### src/rtl/laser_tx_scheduler.sv
// -----------------------------------------------------------------------------
// laser_tx_scheduler
//
// Moves one packet from the packet buffer onto the dual-laser transmitter, one
// byte pair per transfer (byte 1 to laser 1, byte 2 to laser 2). After the last
// pair it waits for a single response byte from the laser receiver:
//   - ACK (8'h11) completes the packet (pkt_ok_o pulse).
//   - Any other byte, or no byte within TIMEOUT cycles, restarts the whole
//     packet from address 0, up to MAX_RETRY extra attempts; after that the
//     packet is abandoned (pkt_fail_o pulse).
//
// Handshake with the transmitter: tx_ready_o is high only in SEND, and the
// byte pair on tx_data1_o/tx_data2_o is stable for the whole SEND stay. The
// transmitter answers with a one-cycle tx_done_i pulse once the pair has gone
// out; the block leaves SEND on that same edge, so tx_ready_o is already low in
// the following cycle and the transmitter never sees the old pair as new.
//
// Ports:
//   clock_i              system clock
//   reset_i              asynchronous, active-high reset
//   start_i              one-cycle pulse, starts a packet when idle
//   abort_i              synchronous return to IDLE from any state
//   rd_addr_o  [AW-1:0]  packet buffer read address (byte-pair index)
//   rd_data1_i [7:0]     buffer byte for laser 1, valid 1 cycle after rd_addr_o
//   rd_data2_i [7:0]     buffer byte for laser 2, valid 1 cycle after rd_addr_o
//   tx_data1_o [7:0]     byte to transmitter, laser 1
//   tx_data2_o [7:0]     byte to transmitter, laser 2
//   tx_ready_o           byte pair valid (both transmitter ready inputs)
//   tx_en_o              transmitter enable (lasers on)
//   tx_done_i            transmitter pulse: byte pair finished
//   rx_valid_i           receiver byte strobe
//   rx_data_i  [7:0]     receiver byte
//   busy_o               high whenever the FSM is not in IDLE
//   pkt_ok_o             one-cycle pulse: packet acknowledged
//   pkt_fail_o           one-cycle pulse: retries exhausted
//   retry_ct_o [2:0]     retransmits used on the current or last packet
//   state_o    [2:0]     current FSM state (debug observation)
// -----------------------------------------------------------------------------
module laser_tx_scheduler #(
    parameter int PKT_PAIRS = 256,
    parameter int AW        = 8,
    parameter int TIMEOUT   = 40,
    parameter int MAX_RETRY = 3
) (
    input  logic          clock_i,
    input  logic          reset_i,
    input  logic          start_i,
    input  logic          abort_i,
    output logic [AW-1:0] rd_addr_o,
    input  logic [7:0]    rd_data1_i,
    input  logic [7:0]    rd_data2_i,
    output logic [7:0]    tx_data1_o,
    output logic [7:0]    tx_data2_o,
    output logic          tx_ready_o,
    output logic          tx_en_o,
    input  logic          tx_done_i,
    input  logic          rx_valid_i,
    input  logic [7:0]    rx_data_i,
    output logic          busy_o,
    output logic          pkt_ok_o,
    output logic          pkt_fail_o,
    output logic [2:0]    retry_ct_o,
    output logic [2:0]    state_o
);

    typedef enum logic [2:0] {
        S_IDLE      = 3'd0,
        S_FETCH     = 3'd1,
        S_LOAD      = 3'd2,
        S_SEND      = 3'd3,
        S_WAIT_RESP = 3'd4
    } state_t;

    localparam logic [AW-1:0] LAST_ADDR   = AW'(PKT_PAIRS - 1);
    localparam logic [7:0]    TMO_LAST    = 8'(TIMEOUT - 1);
    localparam logic [2:0]    RETRY_LIMIT = 3'(MAX_RETRY);
    localparam logic [7:0]    ACK_BYTE    = 8'h11;

    state_t        state_q,    state_d;
    logic [AW-1:0] rd_addr_q,  rd_addr_d;
    logic [7:0]    tx_data1_q, tx_data1_d;
    logic [7:0]    tx_data2_q, tx_data2_d;
    logic [7:0]    timer_q,    timer_d;
    logic [2:0]    retry_q,    retry_d;
    logic          pkt_ok_q,   pkt_ok_d;
    logic          pkt_fail_q, pkt_fail_d;
    logic          tx_en_q,    tx_en_d;
    logic          tx_ready_q, tx_ready_d;
    logic          busy_q,     busy_d;

    // Next-state logic. Status outputs are decoded from the next state so that
    // they are registered yet change on the same edge as the state itself.
    always_comb begin
        state_d    = state_q;
        rd_addr_d  = rd_addr_q;
        tx_data1_d = tx_data1_q;
        tx_data2_d = tx_data2_q;
        timer_d    = timer_q;
        retry_d    = retry_q;
        pkt_ok_d   = 1'b0;
        pkt_fail_d = 1'b0;

        if (abort_i) begin
            // Address and retry count are left as they are for inspection;
            // the next start clears them.
            state_d = S_IDLE;
        end else begin
            case (state_q)
                S_IDLE: begin
                    if (start_i) begin
                        state_d   = S_FETCH;
                        rd_addr_d = '0;
                        retry_d   = '0;
                    end
                end

                // Address is already on the bus; this cycle absorbs the
                // one-cycle buffer read latency.
                S_FETCH: begin
                    state_d = S_LOAD;
                end

                S_LOAD: begin
                    tx_data1_d = rd_data1_i;
                    tx_data2_d = rd_data2_i;
                    state_d    = S_SEND;
                end

                S_SEND: begin
                    if (tx_done_i) begin
                        if (rd_addr_q == LAST_ADDR) begin
                            state_d = S_WAIT_RESP;
                            timer_d = '0;
                        end else begin
                            rd_addr_d = rd_addr_q + AW'(1);
                            state_d   = S_FETCH;
                        end
                    end
                end

                S_WAIT_RESP: begin
                    // Saturates so it can never wrap back below the limit.
                    if (timer_q != TMO_LAST) begin
                        timer_d = timer_q + 8'd1;
                    end
                    // ACK is tested first so that an ACK landing in the
                    // timeout cycle still completes the packet.
                    if (rx_valid_i && (rx_data_i == ACK_BYTE)) begin
                        pkt_ok_d = 1'b1;
                        state_d  = S_IDLE;
                    end else if (rx_valid_i || (timer_q == TMO_LAST)) begin
                        if (retry_q >= RETRY_LIMIT) begin
                            pkt_fail_d = 1'b1;
                            state_d    = S_IDLE;
                        end else begin
                            retry_d   = retry_q + 3'd1;
                            rd_addr_d = '0;
                            state_d   = S_FETCH;
                        end
                    end
                end

                default: begin
                    state_d = S_IDLE;
                end
            endcase
        end

        tx_en_d    = (state_d == S_FETCH) || (state_d == S_LOAD) || (state_d == S_SEND);
        tx_ready_d = (state_d == S_SEND);
        busy_d     = (state_d != S_IDLE);
    end

    always_ff @(posedge clock_i or posedge reset_i) begin
        if (reset_i) begin
            state_q    <= S_IDLE;
            rd_addr_q  <= '0;
            tx_data1_q <= '0;
            tx_data2_q <= '0;
            timer_q    <= '0;
            retry_q    <= '0;
            pkt_ok_q   <= 1'b0;
            pkt_fail_q <= 1'b0;
            tx_en_q    <= 1'b0;
            tx_ready_q <= 1'b0;
            busy_q     <= 1'b0;
        end else begin
            state_q    <= state_d;
            rd_addr_q  <= rd_addr_d;
            tx_data1_q <= tx_data1_d;
            tx_data2_q <= tx_data2_d;
            timer_q    <= timer_d;
            retry_q    <= retry_d;
            pkt_ok_q   <= pkt_ok_d;
            pkt_fail_q <= pkt_fail_d;
            tx_en_q    <= tx_en_d;
            tx_ready_q <= tx_ready_d;
            busy_q     <= busy_d;
        end
    end

    assign rd_addr_o  = rd_addr_q;
    assign tx_data1_o = tx_data1_q;
    assign tx_data2_o = tx_data2_q;
    assign tx_ready_o = tx_ready_q;
    assign tx_en_o    = tx_en_q;
    assign busy_o     = busy_q;
    assign pkt_ok_o   = pkt_ok_q;
    assign pkt_fail_o = pkt_fail_q;
    assign retry_ct_o = retry_q;
    assign state_o    = state_q;

endmodule

### config.mk
export PLATFORM = sky130hd
export DESIGN_NAME = laser_tx_scheduler
export DESIGN_NICKNAME = d
export VERILOG_FILES = /design/src/rtl/laser_tx_scheduler.sv
export SDC_FILE = /design/constraint.sdc
export NUM_CORES = 1
export LEC_CHECK = 0
export CAP_MARGIN = 15
export CORE_MARGIN = 3
export CORE_UTILIZATION = 62
export DETAILED_ROUTE_END_ITERATION = 10
export DONT_BUFFER_PORTS = 1
export PLACE_DENSITY = 0.86
export RECOVER_POWER = 100
export SKIP_LAST_GASP = 1
export SLEW_MARGIN = 40
export SYNTH_ARGS = -nofsm -noshare
export SYNTH_HDL_FRONTEND = slang
export SYNTH_SLANG_ARGS = --single-unit
### constraint.sdc
create_clock -name clock_i -period 3.1 [get_ports clock_i]
set_clock_uncertainty 0.15 [all_clocks]
set_input_delay 0.93 -clock clock_i [delete_from_list [all_inputs] [get_ports clock_i]]
set_output_delay 0.93 -clock clock_i [all_outputs]
set_load 0.05 [all_outputs]
-- After elaboration in Yosys (flattened, before gate mapping)
Index checks and enable logic that the tools add are counted.
- bits in registers: 43
- output and inout port bits: 35
- add/subtract/negate cells: 3
- $lt $le $gt $ge: 1
- equality and inequality tests: 19
- muxes and demuxes: 32
- bitwise gates (word level): 1
- reduce and logical (&&, ||, !) cells: 13
- operators by type and width (cell ; number):
    $mux 8 ; 9
    $mux 3 ; 10
    $pmux 8 s3 ; 1
    $add 8x1->8 const B ; 2
    $ne 2x2->1 const B ; 8
    $pmux 8 s2 ; 1
    $pmux 3 s5 ; 1
    $eq 3x2->1 const B ; 4
    $mux 1 ; 9
    $eq 8x5->1 const B ; 1
    $eq 8x6->1 const B ; 1
    $eq 8x8->1 const B ; 1
    $ne 8x6->1 const B ; 1
    $reduce_and 8->1 ; 1
    $eq 3x1->1 const B ; 2
    $pmux 3 s2 ; 1
    $reduce_and 6->1 ; 1
    $reduce_bool 3->1 ; 2
    $reduce_and 5->1 ; 1
    $reduce_bool 2->1 ; 2
    $add 3x1->3 const B ; 1
    $eq 3x3->1 const B ; 1
    $ge 3x2->1 const B ; 1
    $logic_not 3->1 ; 1
    4 further kinds ; 6

-- Logic depth before layout (Yosys ltp)
- depth in word-level cells: 9
- depth in mapped cells: 8

-- Worst setup path after synthesis
No wires, ideal clock.
- kind: register to register
- from: reg retry_q[0], in the netlist retry_ct_o[0]
- to: reg rd_addr_q[2], in the netlist rd_addr_o[2]
- library setup time: 0.067 ns
- arrival: 2.330 ns
- required time: 2.883 ns
- slack: 0.553 ns
- cell stages (with the launch flop): 9
- buffers on the path: 1
- period minus slack after synthesis: 2.547 ns
- cells stage by stage: dfrtp_1 > ha_1 > ha_1 > a211o_2 > a31oi_2 > o211ai_4 > buf_6 > or4_1 > nand2_1
- longest elaborated chain between the ends: 3
- RTL lines (item ; RTL line ; text):
    from (decl) ; 84 ; logic [2:0] retry_q, retry_d;
    from (signal assigned) ; 193 ; retry_q <= retry_d;
    $ge 3x2->1 ; 152 ; if (retry_q >= RETRY_LIMIT) begin
    $ne 2x2->1 (no line) ; n/a ;
    $reduce_and 8->1 (no line) ; n/a ;
    to (signal assigned) ; 189 ; rd_addr_q <= rd_addr_d;
    to (decl) ; 80 ; logic [AW-1:0] rd_addr_q, rd_addr_d;
Every way passes these cells.
A chain may end at the register's enable or synchronous reset.

-- Worst setup path in the final report
- from: reg state_q[2], in the netlist state_o[2]
- to: reg rd_addr_q[4], in the netlist rd_addr_o[4]
- longest elaborated chain between the ends: 3
- RTL lines (item ; RTL line ; text):
    from (decl) ; 79 ; state_t state_q, state_d;
    from (signal assigned) ; 188 ; state_q <= state_d;
    $eq 3x3->1, or another cell as far along ; 108 ; case (state_q)
    $ne 2x2->1 (no line) / $reduce_bool 3->1 (equally long branches) ; n/a ;
    $reduce_and 8->1 (no line) ; n/a ;
Parallel ways exist; a longest one is shown, timed or not.

==> impl_metrics.ini <==
[layout]
areaGrowthSynthToFinish_pct = 6.21
nets = 235
multiInputGateArea_mm2 = 0.00101
drive_gt1_frac = 0.188
regArea_mm2 = 0.00108
antenna_cells = 0
fill_cells = 241

[logic_synthesis]
yosysTopAreaCellShare = 0.494
synth-async-reset-ratio = 1.00
yosysMostFrequentCell = dfrtp_1
synthDistinctLibCells = 48
ys_ff_latch = 43
synth_area_per_cell_um2 = 11.3
ys.flop_type = dfrtp_1
yosysWarnings = 0
synth_area_mm2 = 0.00218
ys_seq_area_frac = 0.494
syn_inst = 192
synth_edf_count = 0
synth.net_count = 226
synth_area_leader_cell = dfrtp_1
synth.top_cells.by_area = dfrtp_1, mux2_2, a21oi_1, ha_1, o211ai_4
synthTopCellsByCount = dfrtp_1, mux2_2, a21oi_1, nand2_1, nor2_1

[power_and_ir_drop]
p_int_mw = 0.962
power_leakage_nw = 1.01
powerDensity_mw_per_mm2 = 675
combinationalPowerShare = 0.097
swShare = 0.384
clock_power_share = 0.274
power_frac_seq = 0.629
p_sw_mw = 0.600
vdd_drop_max_mv = 0.604

[sta]
report.final.slew_viol_count = 0
rsz0062_at_grt = no
setup-tns-final_ns = 0
holdWs_ns = 0.376
finalHoldViolations = 0
tightest_slew_ns = 0.998
finalWorstPathRequiredPeriod_ns = 2.82
setup_viol = 0
relSlewSlack = 0.335
fin_crit_sh = 0.910
clock.fmax_mhz = 354

[floorplan]
core_mm2 = 0.00320
rows = 20
die-area_mm2 = 0.00426
dieHeight_um = 65.3
die_x_um = 65.3
initial_core_util = 0.680
io_pins = 65

[routing]
routed-wl-met3_um = 488
wl_per_cell_um = 21.3
wirelength_um = 5240
vias_per_cell = 6.81
wl_met2_um = 2690
highest_layer = met4
drc = 0
dr.pass1.iters = 5
ant_nets = 0
vias = 1676
wl_met1_um = 1920
drt-initial-drc-count = 245

[clock_network]
clock_tree.root_cell = clkbuf_4
cts_buffer_depth = 2
cts_tree = built
post-cts-setup-buffers = 0
cts.sinks = 43
cts-buffers-inserted = 5
cts-resized-gates = 0
worstSkewPairLatency_ns = 0.35
cts_max_level = 2
hold_buffers = 0
clk_pin_slew_worst_paths_ns = 0.12

[setup_path]
required_ns = 3.24
endpoint_kind = register
cp_slowest_cell = clkbuf_1
critical_path_class = register to register
path_cells = clkbuf_1, nor3b_1, o211ai_4, o211a_1, or4_1, nand2_1
start_kind = register
crit_arrival_ns = 2.96
cp_max_fo = 8
cpPeakStageDelay_ns = 0.64

[global_routing]
grt_pass1_vias = 1680
grt_max_degree = 44
antenna_found_initial = 0
grt.overflow.total = 0
grt_usage = 0.247
grt_pass1_wl_um = 8090

[status]
status = finished clean

[worst_hold_path]
hold_class = register to register

[place]
portBuffers = 0
dp_hpwl_um = 3910
gp_congestion = 0.912

[run]
drv_cap = 0
state kept, by name (all words and copies together), names as in the netlist:
signal      count
busy_o          1
pkt_fail_o      1
pkt_ok_o        1
rd_addr_o       8
retry_ct_o      3
state_o         3
timer_q         8
tx_data1_o      8
tx_data2_o      8
tx_en_o         1
tx_ready_o      1
critical path, delay by kind of cell (launching register included):
family                 cells  cell delay, ns
buffers and inverters      1            0.64
DFF                        1            0.40
AOI/OAI and AO/OA          2            0.43
and+or+nand+nor            3            1.14
final timing paths:
| path | start | endpoint | slack (ns) | depth (start not counted) |
|---|---|---|---|---|
| setup / recovery | state_o[2] | rd_addr_o[4] | 0.28 | 6 |
| hold / removal | timer_q[6] | timer_q[6] | 0.38 | 1 |
| setup reg to reg | state_o[2] | rd_addr_o[4] | 0.28 | 6 |
| hold reg to reg | timer_q[6] | timer_q[6] | 0.38 | 1 |
| max in group asynchronous | reset_i | retry_ct_o[1] | 1.58 | 2 |
| min in group asynchronous | reset_i | timer_q[6] | 0.62 | 2 |
cell families after synthesis:
group | Yosys count | share of synthesized area
compound gates | 43 | 0.149
xor+xnor | 3 | 0.0121
fa+ha+maj | 4 | 0.0230
buf+inv | 14 | 0.0345
flops | 43 | 0.494
mux | 17 | 0.0879
simple gates | 68 | 0.199
metal layers:
| layer | vias to the layer above | GRT usage |
|---|---|---|
| li1 | 741 | - |
| met1 | 818 | 0.279 |
| met2 | 97 | 0.444 |
| met3 | 20 | 0.0667 |
| met4 | 0 | 0.0907 |
| met5 | - | 0 |
area by class of cell:
cell class                      count  share of cell area
Timing Repair Buffer                8              0.0152
Inverter                            8              0.0130
Clock inverter                      2              0.0260
Clock buffer                        6              0.0179
Tap cell                           44              0.0238
Multi-Input combinational cell    135               0.439
Sequential cell                    43               0.465
stage by stage:
step | instances | util | cell area [µm²] | setup slack, ns | total power [mW]
5_1_grt | 246 | 0.722 | 2310 | 0.206 | 1.61
3_3_place_gp | 238 | 0.702 | 2250 | 0.466 | 1.13
6_report | 246 | 0.722 | 2310 | 0.278 | 1.56
3_5_place_dp | 238 | 0.702 | 2250 | 0.342 | 1.15
4_1_cts | 246 | 0.733 | 2350 | 0.516 | 1.57
2_1_floorplan | 192 | - | 2180 | 0.553 | 1.10
placed cells by master (no fill, tap or decap), types with 2 or more instances in the layout:
cell type,instances
a21oi_1,11
and2_1,2
and3_1,5
and4_1,2
bufinv_16,2
clkbuf_1,7
clkbuf_4,5
dfrtp_1,43
ha_1,4
inv_1,8
mux2_2,17
nand2_1,11
nand3_1,6
nand3b_1,2
nand4_1,2
nand4b_1,2
nor2_1,10
nor3_1,3
nor4_1,3
nor4b_1,2
o211a_1,2
o211ai_1,4
o211ai_4,2
o21ai_0,8
o31ai_1,5
o41ai_1,2
or2_2,2
or4_1,5
or4b_1,2
xnor2_1,3
power groups by stage:
stage	Sequential, mW	Combinational (mW)	Clock [mW]
after floorplan	0.979	0.122	0
after global placement	0.989	0.139	0
after detailed placement	0.995	0.155	0
after CTS	0.984	0.155	0.430
after global routing	0.989	0.164	0.454
final	0.983	0.151	0.428
Power figures use the tool's default switching activity.
